`config.mk`:
```
export PLATFORM = sky130hd
export DESIGN_NAME = btn_event_decoder
export DESIGN_NICKNAME = d
export VERILOG_FILES = /design/src/rtl/btn_event_decoder.sv
export SDC_FILE = /design/constraint.sdc
export NUM_CORES = 1
export LEC_CHECK = 0
export CORE_ASPECT_RATIO = 1.5
export CORE_MARGIN = 1.5
export CORE_UTILIZATION = 35
export CTS_CLUSTER_DIAMETER = 60
export DETAILED_ROUTE_END_ITERATION = 10
export PLACE_DENSITY = 0.5
export SLEW_MARGIN = 25
export SYNTH_ARGS = -nofsm -noshare
export SYNTH_HDL_FRONTEND = slang
export SYNTH_SLANG_ARGS = --single-unit
```
`constraint.sdc`:
```
create_clock -name ckht -period 3.95 [get_ports ckht]
set_input_delay 1.185 -clock ckht [delete_from_list [all_inputs] [get_ports ckht]]
set_output_delay 1.185 -clock ckht [all_outputs]
set_load 0.05 [all_outputs]
```
`src/rtl/btn_event_decoder.sv`:
```
// Turns a debounced button level into 1-cycle press/release/click/long/double events.
// Optional double-click detection is enabled by defining BTN_DOUBLE_CLICK_EN.
module btn_event_decoder #(
  parameter int unsigned LONG_CYC = 50_000_000,
  parameter int unsigned DBL_CYC  = 15_000_000,
  parameter int unsigned CW       = 26
) (
  input  logic ckht,
  input  logic rst_n,
  input  logic db_level,
  output logic press_pulse,
  output logic release_pulse,
  output logic click_pulse,
  output logic long_pulse,
  output logic dbl_pulse,
  output logic held
);

  if (LONG_CYC < 2 || DBL_CYC < 2 ||
      64'(LONG_CYC) > (64'd1 << CW) || 64'(DBL_CYC) > (64'd1 << CW)) begin : g_bad_cfg
    $error("btn_event_decoder: LONG_CYC/DBL_CYC must be >= 2 and fit in CW bits");
  end

  localparam logic [CW-1:0] LONG_LAST = CW'(LONG_CYC - 1);

  typedef enum logic [2:0] {
    IDLE,
    HOLD,
    LONG
`ifdef BTN_DOUBLE_CLICK_EN
    , GAP,
    HOLD2
`endif
  } state_t;

  state_t        state_q, state_d;
  logic [CW-1:0] cnt_q, cnt_d;
  logic          lvl_d, lvl_q, lvl_prev_q;
  logic          rise, fall;
  logic          press_q, press_d;
  logic          rel_q, rel_d;
  logic          click_q, click_d;
  logic          long_q, long_d;

  assign lvl_d = db_level;
  assign rise  = lvl_q & ~lvl_prev_q;
  assign fall  = ~lvl_q & lvl_prev_q;

`ifdef BTN_DOUBLE_CLICK_EN
  localparam logic [CW-1:0] DBL_LAST = CW'(DBL_CYC - 1);
  logic dbl_q, dbl_d;
`endif

  always_comb begin
    state_d = state_q;
    cnt_d   = cnt_q;
    press_d = 1'b0;
    rel_d   = 1'b0;
    click_d = 1'b0;
    long_d  = 1'b0;
`ifdef BTN_DOUBLE_CLICK_EN
    dbl_d   = 1'b0;
`endif
    case (state_q)
      IDLE: begin
        if (rise) begin
          press_d = 1'b1;
          cnt_d   = '0;
          state_d = HOLD;
        end
      end
      // A release coinciding with the long threshold counts as a short press,
      // so the one-cycle fall event is never swallowed.
      HOLD: begin
        cnt_d = cnt_q + 1'b1;
        if (fall) begin
          rel_d = 1'b1;
`ifdef BTN_DOUBLE_CLICK_EN
          cnt_d   = '0;
          state_d = GAP;
`else
          click_d = 1'b1;
          state_d = IDLE;
`endif
        end else if (cnt_q == LONG_LAST) begin
          long_d  = 1'b1;
          cnt_d   = cnt_q;
          state_d = LONG;
        end
      end
      LONG: begin
        if (fall) begin
          rel_d   = 1'b1;
          state_d = IDLE;
        end
      end
`ifdef BTN_DOUBLE_CLICK_EN
      GAP: begin
        cnt_d = cnt_q + 1'b1;
        if (rise) begin
          press_d = 1'b1;
          cnt_d   = '0;
          state_d = HOLD2;
        end else if (cnt_q == DBL_LAST) begin
          click_d = 1'b1;
          cnt_d   = cnt_q;
          state_d = IDLE;
        end
      end
      HOLD2: begin
        cnt_d = cnt_q + 1'b1;
        if (fall) begin
          rel_d   = 1'b1;
          dbl_d   = 1'b1;
          state_d = IDLE;
        end else if (cnt_q == LONG_LAST) begin
          long_d  = 1'b1;
          cnt_d   = cnt_q;
          state_d = LONG;
        end
      end
`endif
      default: state_d = IDLE;
    endcase
  end

  always_ff @(posedge ckht or negedge rst_n) begin
    if (!rst_n) begin
      state_q    <= IDLE;
      cnt_q      <= '0;
      lvl_q      <= 1'b0;
      lvl_prev_q <= 1'b0;
      press_q    <= 1'b0;
      rel_q      <= 1'b0;
      click_q    <= 1'b0;
      long_q     <= 1'b0;
    end else begin
      state_q    <= state_d;
      cnt_q      <= cnt_d;
      lvl_q      <= lvl_d;
      lvl_prev_q <= lvl_q;
      press_q    <= press_d;
      rel_q      <= rel_d;
      click_q    <= click_d;
      long_q     <= long_d;
    end
  end

`ifdef BTN_DOUBLE_CLICK_EN
  always_ff @(posedge ckht or negedge rst_n) begin
    if (!rst_n) dbl_q <= 1'b0;
    else        dbl_q <= dbl_d;
  end
  assign dbl_pulse = dbl_q;
`else
  assign dbl_pulse = 1'b0;
`endif

  assign press_pulse   = press_q;
  assign release_pulse = rel_q;
  assign click_pulse   = click_q;
  assign long_pulse    = long_q;
  assign held          = lvl_q;

endmodule

```
==> metrics <==
outcome finished, final reports clean; final hold viol count 0; Syn Area/Cell about 9.5 um^2; Avg WL per Cell about 18 um; Synth top area share 0.401; most frequent cells in the layout dfrtp_1, nand3_1, nand2_1; Worst-Margin Slew between 700 and 800 ps; largest family of logic cells by synthesized area simple AND/OR/NAND/NOR gates; HP Class flip-flop to flip-flop; Leakage slightly above 1 nW; first-pass detailed-route iteration total 4; slowest stage delay, CP approximately 840 ps; Synth Instances between 200 and 250; Non-Filler Instances approximately 300; layout cell share with drive strength beyond 1 0.107; Fin Setup TNS 0 ps; RSZ-0062 raised after global routing false; multi-input logic area 1170 um^2; Worst Hold Slack approximately 510 ps; Synth area leaders dfrtp_1, and3_1, nand3_1; Clk pwr share 0.281; Mapped Area ~2100 um^2; critical path class flip-flop to primary output; CP max stage cell clkdlybuf4s50_1; Ports 9; clk slew on worst S/H paths about 60 ps; ys flop type dfrtp_1; Die H just under 100 um; hpwl dp between 3000 and 4000 um; Post-synth EDFFs 0; area grow syn2layout 9.92%; CTS tree done; cts repair resizes 0; post-synthesis sequential area ratio 0.401; Detailed Route Iter0 Violations about 120; PortBufs 7; Tot Pwr about 1.1 mW; area fraction in compound gates after synthesis 0.177; fin. max-slew vios 0; Yosys warning total 0; Internal Pwr Total 0.671 mW; GRT Total Usage 0.181; Antenna Cells 0; Post-DRT Antenna Nets 0; Max VDD drop between 150 and 200 uV; Nets between 200 and 250; Max Cap Violations 0; WP buf/inv 1; starting density of the core 0.364; sequential fraction of design power 0.378; CTS Buffer Depth 2; Power Dens Cells around 460 nW/um^2; crit path time final roughly 2700 ps; register bit total from synthesis 34; Yosys cell types 47; Final Setup Violations 0; syn nets 230; most common cell after layout, fill and taps aside dfrtp_1; initial antenna violation count 0; placement row count 34; Max Clock Skew roughly 5.7 ps; number of remaining DRC errors 0; switching power 0.392 mW; Crit path max-delay family buffers and inverters; GP Congestion 0.745; post-CTS setup repair buffer count 0; Post-Route WL between 5000 and 6000 um; Filler cells 590; Root Buffer clkbuf_8; Synth area leader dfrtp_1; placeable core area roughly 5800 um^2; Combinational Power Share 0.340; worst skew pair latency ~280 ps; CP endpoint kind primary output; Hold Buf Count CTS 0; largest net degree at the start of global routing 35; DIE WIDTH about 67 um; Worst Setup Start Kind flip-flop; mux share of post-synthesis cell area 0.00472; placed cells slightly below 300; crit path cell chain clkdlybuf4s50_1; critical path data arrival time around 1600 ps; CP Max Fanout 7; post-synthesis xor/xnor area fraction 0; Tcrit/Tclk final 0.694; Post-synth ARST share 1.00; simple-gate area share of the yosys netlist 0.347; vias in the first global route ~1.8k; cts bufs inserted 5; worst path required time between 2000 and 3000 ps; Synth Area in Adders 0.0236; Sw Share 0.369; total grt overflow 0; vias ~1.8k; Sink Count 34; worst rel slew slack 0.478; FF/Latch Area approximately 850 um^2; number of H-tree levels 2; die area between 6000 and 7000 um^2; Max Fclk ~360 MHz; first-pass GRT wire length between 8000 and 9000 um; Vias/cell roughly 5.9
[per-stage QoR]
step            util  setup slack (ps)  instance area (um^2)
6_report       0.400              1210                  2330
5_1_grt        0.400              1120                  2330
4_1_cts        0.400              1190                  2330
3_5_place_dp   0.381              1420                  2220
3_3_place_gp   0.381              1510                  2220
2_1_floorplan      -              1860                  2120
[Yosys cell counts (all sizes together) (3+ instances only)]
| master | instances |
|---|---|
| dfrtp | 34 |
| nand3 | 21 |
| nand2 | 19 |
| and3 | 16 |
| nand3b | 11 |
| nor3 | 11 |
| clkbuf | 9 |
| a211o | 8 |
| buf | 8 |
| and2 | 7 |
| nand4 | 7 |
| o221ai | 7 |
| o211ai | 6 |
| and4 | 5 |
| nor2 | 5 |
| a21o | 4 |
| a21oi | 4 |
| ha | 4 |
| o21ai | 4 |
| a22o | 3 |
| inv | 3 |
| nand4b | 3 |
| or3 | 3 |
[worst reg2reg max path: cells and delay by family (launching register included)]
kind	cells	cell delay (ps)
simple gates	3	810
fa+ha+maj	1	200
compound gates	2	780
flops	1	400
buf+inv	1	300
[layer usage]
layer	GRT usage	part of all wire
met5	0	0
met4	0.0816	0.030
met3	0.0288	0.017
met2	0.316	0.53
met1	0.212	0.43
[logic make-up (layout without fill, tap and decap cells)]
group           after synthesis  count (layout)
flops                        34              34
simple gates                119             119
mux                           1               1
compound gates               44              44
fa+ha+maj                     4               4
buf+inv                      20              22
other cells                   1               1
[cell type report]
type                    instances  area share
flip-flops and latches         34       0.365
multi-input cells             169       0.503
repair buffers                 11      0.0408
inverters                       3     0.00483
well taps                      72      0.0387
clock buffers                   8      0.0473
[path summary, 6_finish.rpt]
check | start | to | slack (ps) | cells after the start
min in group asynchronous | rst_n | click_pulse | 980 | 1
max | held | held | 1210 | 1
min reg2reg | held | lvl_prev_q | 510 | 0
min | held | lvl_prev_q | 510 | 0
max reg2reg | cnt_q[0] | cnt_q[17] | 1360 | 7
max in group asynchronous | rst_n | cnt_q[13] | 2470 | 1
[power by group through the flow]
stage / Sequential [mW] / Combinational [mW] / Clock (mW)
5_1_grt: 0.406 / 0.400 / 0.331
3_3_place_gp: 0.409 / 0.365 / 0
2_1_floorplan: 0.423 / 0.250 / 0
3_5_place_dp: 0.409 / 0.366 / 0
6_report: 0.402 / 0.362 / 0.299
4_1_cts: 0.402 / 0.367 / 0.313
[flip-flops by register name, summed over array words and instances, names as in the netlist]
| name | cells |
|---|---|
| lvl_prev_q | 1 |
| long_pulse | 1 |
| state_q | 2 |
| cnt_q | 26 |
| click_pulse | 1 |
| press_pulse | 1 |
| release_pulse | 1 |
| held | 1 |
No activity file was read; power rests on OpenSTA's default activity.
